===== src/rtl/pt2272_pkg.sv =====
// Shared types and constants for the PT2272 valid-transmission (VT) controller.
package pt2272_pkg;

  typedef enum logic [1:0] {
    VT_IDLE    = 2'd0,
    VT_CONFIRM = 2'd1,
    VT_VALID   = 2'd2
  } vt_state_t;

  localparam int unsigned PT2272_DATA_W      = 4;
  localparam int unsigned PT2272_FRAME_TICKS = 416;
  localparam int unsigned PT2272_ERR_W       = 8;

  function automatic logic [PT2272_ERR_W-1:0] sat_inc(input logic [PT2272_ERR_W-1:0] v);
    return (v == '1) ? v : v + PT2272_ERR_W'(1);
  endfunction

endpackage


===== src/rtl/pt2272_hold_timer.sv =====
// Silence timer: counts osc ticks since the last good frame and pulses expire on the last one.
module pt2272_hold_timer #(
  parameter int unsigned HOLD_TICKS = 1024
) (
  input  logic clk,
  input  logic reset,
  input  logic tick,
  input  logic clr,
  output logic expire
);

  localparam int unsigned CntW = $clog2(HOLD_TICKS);
  localparam logic [CntW-1:0] CntLast = CntW'(HOLD_TICKS - 1);

  logic [CntW-1:0] hold_cnt_q, hold_cnt_d;

  always_comb begin
    hold_cnt_d = hold_cnt_q;
    expire     = 1'b0;
    if (clr) begin
      hold_cnt_d = '0;
    end else if (tick) begin
      if (hold_cnt_q == CntLast) begin
        // Restart rather than wrap so the counter never overflows.
        hold_cnt_d = '0;
        expire     = 1'b1;
      end else begin
        hold_cnt_d = hold_cnt_q + CntW'(1);
      end
    end
  end

  always_ff @(posedge clk) begin
    if (reset) begin
      hold_cnt_q <= '0;
    end else begin
      hold_cnt_q <= hold_cnt_d;
    end
  end

endmodule


===== src/rtl/pt2272_vt_controller.sv =====
// Frame qualification FSM driving the PT2272 D/VT outputs.
// Define PT2272_LATCH_MODE_EN for the latching (L4) variant; default is momentary (M4).
module pt2272_vt_controller
  import pt2272_pkg::*;
#(
  parameter int unsigned CONFIRM_FRAMES = 2,
  parameter int unsigned HOLD_TICKS     = 1024
) (
  input  logic                     clk,
  input  logic                     reset,
  input  logic                     tick,
  input  logic                     frame_stb,
  input  logic [PT2272_DATA_W-1:0] frame_data,
  input  logic                     addr_ok,
  output logic [PT2272_DATA_W-1:0] D,
  output logic                     dv,
  output logic                     new_stb,
  output logic [PT2272_ERR_W-1:0]  err_cnt
);

  localparam int unsigned MatchW = $clog2(CONFIRM_FRAMES + 1);
  localparam logic [MatchW-1:0] MatchTarget = MatchW'(CONFIRM_FRAMES);
  localparam logic [MatchW-1:0] MatchOne    = MatchW'(1);

  vt_state_t                state_q, state_d;
  logic [PT2272_DATA_W-1:0] cand_q, cand_d;
  logic [MatchW-1:0]        match_cnt_q, match_cnt_d;
  logic [PT2272_DATA_W-1:0] d_q, d_d, d_drop;
  logic                     dv_q, dv_d;
  logic                     new_stb_q, new_stb_d;
  logic [PT2272_ERR_W-1:0]  err_cnt_q, err_cnt_d;

  logic good_frame, bad_frame, tick_eff, expire;

  assign good_frame = frame_stb & addr_ok;
  assign bad_frame  = frame_stb & ~addr_ok;
  // A frame in the same cycle as a tick swallows the tick.
  assign tick_eff   = tick & ~frame_stb;

  pt2272_hold_timer #(
    .HOLD_TICKS(HOLD_TICKS)
  ) u_hold_timer (
    .clk   (clk),
    .reset (reset),
    .tick  (tick_eff),
    .clr   (good_frame),
    .expire(expire)
  );

`ifdef PT2272_LATCH_MODE_EN
  assign d_drop = d_q;
`else
  assign d_drop = '0;
`endif

  always_comb begin
    state_d     = state_q;
    cand_d      = cand_q;
    match_cnt_d = match_cnt_q;
    d_d         = d_q;
    dv_d        = dv_q;
    new_stb_d   = 1'b0;
    err_cnt_d   = bad_frame ? sat_inc(err_cnt_q) : err_cnt_q;

    unique case (state_q)
      VT_IDLE: begin
        if (good_frame) begin
          cand_d      = frame_data;
          match_cnt_d = MatchOne;
          if (CONFIRM_FRAMES == 1) begin
            state_d   = VT_VALID;
            d_d       = frame_data;
            dv_d      = 1'b1;
            new_stb_d = 1'b1;
          end else begin
            state_d = VT_CONFIRM;
          end
        end
      end
      VT_CONFIRM: begin
        if (good_frame) begin
          if (frame_data == cand_q) begin
            match_cnt_d = match_cnt_q + MatchOne;
            if (match_cnt_d == MatchTarget) begin
              state_d   = VT_VALID;
              d_d       = cand_q;
              dv_d      = 1'b1;
              new_stb_d = 1'b1;
            end
          end else begin
            cand_d      = frame_data;
            match_cnt_d = MatchOne;
          end
        end else if (bad_frame || expire) begin
          state_d     = VT_IDLE;
          match_cnt_d = '0;
        end
      end
      VT_VALID: begin
        if (good_frame && (frame_data != cand_q)) begin
          cand_d      = frame_data;
          match_cnt_d = MatchOne;
          if (CONFIRM_FRAMES == 1) begin
            d_d       = frame_data;
            new_stb_d = 1'b1;
          end else begin
            state_d = VT_CONFIRM;
            dv_d    = 1'b0;
            d_d     = d_drop;
          end
        end else if (expire) begin
          state_d     = VT_IDLE;
          match_cnt_d = '0;
          dv_d        = 1'b0;
          d_d         = d_drop;
        end
      end
      default: begin
        state_d     = VT_IDLE;
        match_cnt_d = '0;
        dv_d        = 1'b0;
      end
    endcase
  end

  always_ff @(posedge clk) begin
    if (reset) begin
      state_q     <= VT_IDLE;
      cand_q      <= '0;
      match_cnt_q <= '0;
      d_q         <= '0;
      dv_q        <= 1'b0;
      new_stb_q   <= 1'b0;
      err_cnt_q   <= '0;
    end else begin
      state_q     <= state_d;
      cand_q      <= cand_d;
      match_cnt_q <= match_cnt_d;
      d_q         <= d_d;
      dv_q        <= dv_d;
      new_stb_q   <= new_stb_d;
      err_cnt_q   <= err_cnt_d;
    end
  end

  assign D       = d_q;
  assign dv      = dv_q;
  assign new_stb = new_stb_q;
  assign err_cnt = err_cnt_q;

endmodule


===== config.mk =====
export PLATFORM = sky130hd
export DESIGN_NAME = pt2272_vt_controller
export DESIGN_NICKNAME = d
export VERILOG_FILES = /design/src/rtl/pt2272_pkg.sv /design/src/rtl/pt2272_hold_timer.sv /design/src/rtl/pt2272_vt_controller.sv
export SDC_FILE = /design/constraint.sdc
export NUM_CORES = 1
export LEC_CHECK = 0
export BUFFER_PORTS_ARGS = -buffer_cell sky130_fd_sc_hd__buf_2
export CAP_MARGIN = 0
export CORE_AREA = 5 5 62 64
export DETAILED_ROUTE_END_ITERATION = 10
export DIE_AREA = 0 0 67 69
export PLACE_DENSITY = 0.78
export SLEW_MARGIN = 20
export SYNTH_ARGS = -nofsm -noshare
export SYNTH_HDL_FRONTEND = slang
export SYNTH_SLANG_ARGS = --single-unit

===== constraint.sdc =====
create_clock -name clk -period 1.6 [get_ports clk]
set_clock_uncertainty 0.1 [all_clocks]
set_input_delay 0.24 -clock clk [delete_from_list [all_inputs] [get_ports clk]]
set_output_delay 0.24 -clock clk [all_outputs]
set_load 0.03 [all_outputs]

==> results.md <==
* Status: finished, violations left
* Failing checks: negative setup slack
* Crit. End Element: flip-flop
* # rows at 21
* Worst Path Max Fanout at 8
* Clk buf depth at 2
* Wirelength, routed at 4090 um
* DR pass1 iterations at 4
* Fin cells at 283
* Final period util at 108%
* Final GP Congestion at 0.769
* Synth area leader: dfxtp_1
* Per-cell routed wire length at 14.4 um
* Yosys cell types at 43
* Area Growth Syn to Fin at 52.0%
* Pleak at 0.953 nW
* Die ar. at 4620 um^2
* CP Class: reg -> reg
* Setup_tns at -0.939 ns
* Vias in the first global route at 1427
* Final Util at 71.8%
* Cells after synthesis at 172
* Via count at 1491
* DP HPWL at 2650 um
* # DRC at 0
* Cts bufs inserted at 5
* Clock-pin slew on the worst setup and hold paths at 0.09 ns
* Register area share after synthesis at 42.0%
* Internal power at 1.32 mW
* Final Max Slew Viols at 0
* Antenna violations before repair at 0
* Fin nets at 248
* Initial core utilization at 47.2%
* Setup violators final at 14
* Chip width at 67 um
* Power per cell area at 741 nW/um^2
* Overall Global Routing Usage at 18.6%
* Clk_lat worst skew at 0.34 ns
* Top-area cell type share of the netlist area at 42.0%
* Req. time, crit path at 1.77 ns
* CTS H-tree depth at 2
* Synthesized Nets at 184
* Worst slack, placed at -0.183 ns
* Number of port buffers at 22
* Post-Syn Area at 1530 um^2
* Ys Warns at 0
* # Max-Cap Violations at 0
* Number of flops mapped to enable cells by yosys at 0
* Asr flop ratio synth at 0%
* Max Clock Freq at 0.579 GHz
* Final hold vios at 0
* Min Tclk post-route at 1.73 ns
* Gate power share at 11.9%
* Crit path arrival time at 1.89 ns
* Top cells by area, synth: dfxtp_1, xor2_1, nor2_1, nand2_1, a21oi_1
* Share of layout cells above drive strength 1 at 48.9%
* I/O pin total at 23
* P_sw at 0.404 mW
* Hold Buf Count CTS at 0
* Slew HR at 77.9%
* First-pass GRT wire length at 6560 um
* Synth Register Bits at 32
* Hold_ws at 0.0955 ns
* Largest net degree at the start of global routing at 15
* Final setup margin at -0.128 ns
* Clock Power Share at 40.1%
* Core area at 3230 um^2
* Flop pwr share at 48.0%
* Routed vias/inst at 5.27
* Remaining Overflow, GRT at 0
* Clock sink count at 32
* Synthesized area per cell at 8.87 um^2
* Setup repair after global routing missed its margin: yes
* DRT iter0 DRCs at 82
* Placed cell count at 270
* Actual slew at the worst max-slew pin at 0.330 ns
* Root Buffer: clkbuf_4
* Fillers at 246
* Tightest Hold Check Type: in -> reg
* Chip height at 69 um
* TritonCTS clock tree: done
* Startpoint Class: flip-flop
* Reg2Reg Setup Slack at -0.13 ns
* N_diodes at 0
* Worst vdd ir at 0.520 mV
* Switch share at 23.5%
* Synth Flop Type: dfxtp_1
* DRT antenna net count at 0
[per-stage QoR]
stage	total power, mW	area, um^2
floorplan	0.932	1560
global placement	1.00	1970
detailed placement	1.01	1970
CTS	1.72	2170
global route	1.80	2320
finish	1.72	2320
[kinds of logic after synthesis]
group	count (synthesis)	synth area share, %
AOI/OAI and AO/OA	36	16.1
xor gates and xnor gates	18	10.3
adders and majority gates	5	3.85
buffers and inverters	10	2.46
DFF	32	42.0
muxes	1	0.656
and+or+nand+nor	70	24.6
[layer usage]
layer,share of wire [%],vias up,global-route usage (%)
met5,0,-,0
met4,2.6,0,9.01
met3,4.8,9,6.17
met2,48,43,26.6
met1,44,704,24.6
li1,-,735,-
[area by class of cell]
| class | instances | area (um^2) | share of cell area, % |
|---|---|---|---|
| Multi-Input combinational cell | 130 | 1070 | 46.3 |
| Clock inverter | 1 | 30.0 | 1.29 |
| Sequential cell | 32 | 662 | 28.5 |
| Inverter | 6 | 22.5 | 0.970 |
| Tap cell | 46 | 57.6 | 2.48 |
| Timing Repair Buffer | 61 | 410 | 17.7 |
| Clock buffer | 7 | 65.1 | 2.80 |
[layout by cell type, fill, tap and decap left out, types with 3 or more instances in the layout]
cell type / synthesis / layout
buf_4: 0 / 37
dfxtp_2: 0 / 8
dfxtp_4: 0 / 3
a21oi_2: 0 / 6
o21ai_0: 6 / 6
a21oi_1: 10 / 3
inv_1: 6 / 6
nand3_1: 5 / 3
buf_2: 0 / 22
nand4_1: 4 / 4
nand2_1: 16 / 15
dfxtp_1: 32 / 21
or3b_1: 4 / 3
a22o_1: 4 / 4
nor2_1: 23 / 21
xor2_1: 13 / 9
xnor2_1: 5 / 5
clkbuf_4: 0 / 5
[cell usage after synthesis, drive strengths merged, types with 2 or more instances]
| cell type | n |
|---|---|
| o21ai | 6 |
| and4 | 2 |
| nand2b | 2 |
| a21o | 2 |
| xor2 | 13 |
| nor2 | 23 |
| dfxtp | 32 |
| maj3 | 2 |
| ha | 3 |
| nand4 | 4 |
| xnor2 | 5 |
| a22o | 4 |
| or3b | 4 |
| clkbuf | 4 |
| nand2 | 17 |
| and3 | 3 |
| nor4 | 2 |
| inv | 6 |
| nand3 | 5 |
| a31o | 2 |
| nor3 | 2 |
| or3 | 2 |
| a21oi | 10 |
[worst paths after layout]
path / depth (start not counted) / to / startpoint
min: 2 / cand_q[1]$_SDFFE_PP0P_ / reset
max: 5 / cand_q[1]$_SDFFE_PP0P_ / cand_q[1]$_SDFFE_PP0P_
min reg2reg: 1 / D[3]$_SDFFE_PP0P_ / D[3]$_SDFFE_PP0P_
max reg2reg: 5 / cand_q[1]$_SDFFE_PP0P_ / cand_q[1]$_SDFFE_PP0P_
[repair_timing]
item / in CTS / in global routing
endpoints found under the hold margin: 0 / 0
buffers inserted: 1 / 4
pin swaps: 17 / 6
setup endpoints to repair: 13 / 23
gates resized for setup: 22 / 25
[registers in the layout, summed over array words and instances, names as in the netlist]
name,flops
new_stb,1
D,4
dv,1
u_hold_timer.hold_cnt_q,10
state_q,2
err_cnt,8
cand_q,4
match_cnt_q,2
[power by group through the flow]
| stage | combinational (mW) | clock, mW | sequential [mW] |
|---|---|---|---|
| after floorplan | 0.0841 | 0 | 0.848 |
| after global placement | 0.160 | 0 | 0.841 |
| after detailed placement | 0.166 | 0 | 0.841 |
| after CTS | 0.184 | 0.707 | 0.825 |
| after global routing | 0.221 | 0.749 | 0.830 |
| final | 0.204 | 0.690 | 0.827 |
[worst max-delay path, cell delays in order (launching register included)]
cell     delay (ns)
dfxtp_4        0.39
xor2_4         0.18
nor4_4         0.08
maj3_2         0.36
or3b_4         0.39
a21oi_2        0.15
(Power assumes the default switching activity.)
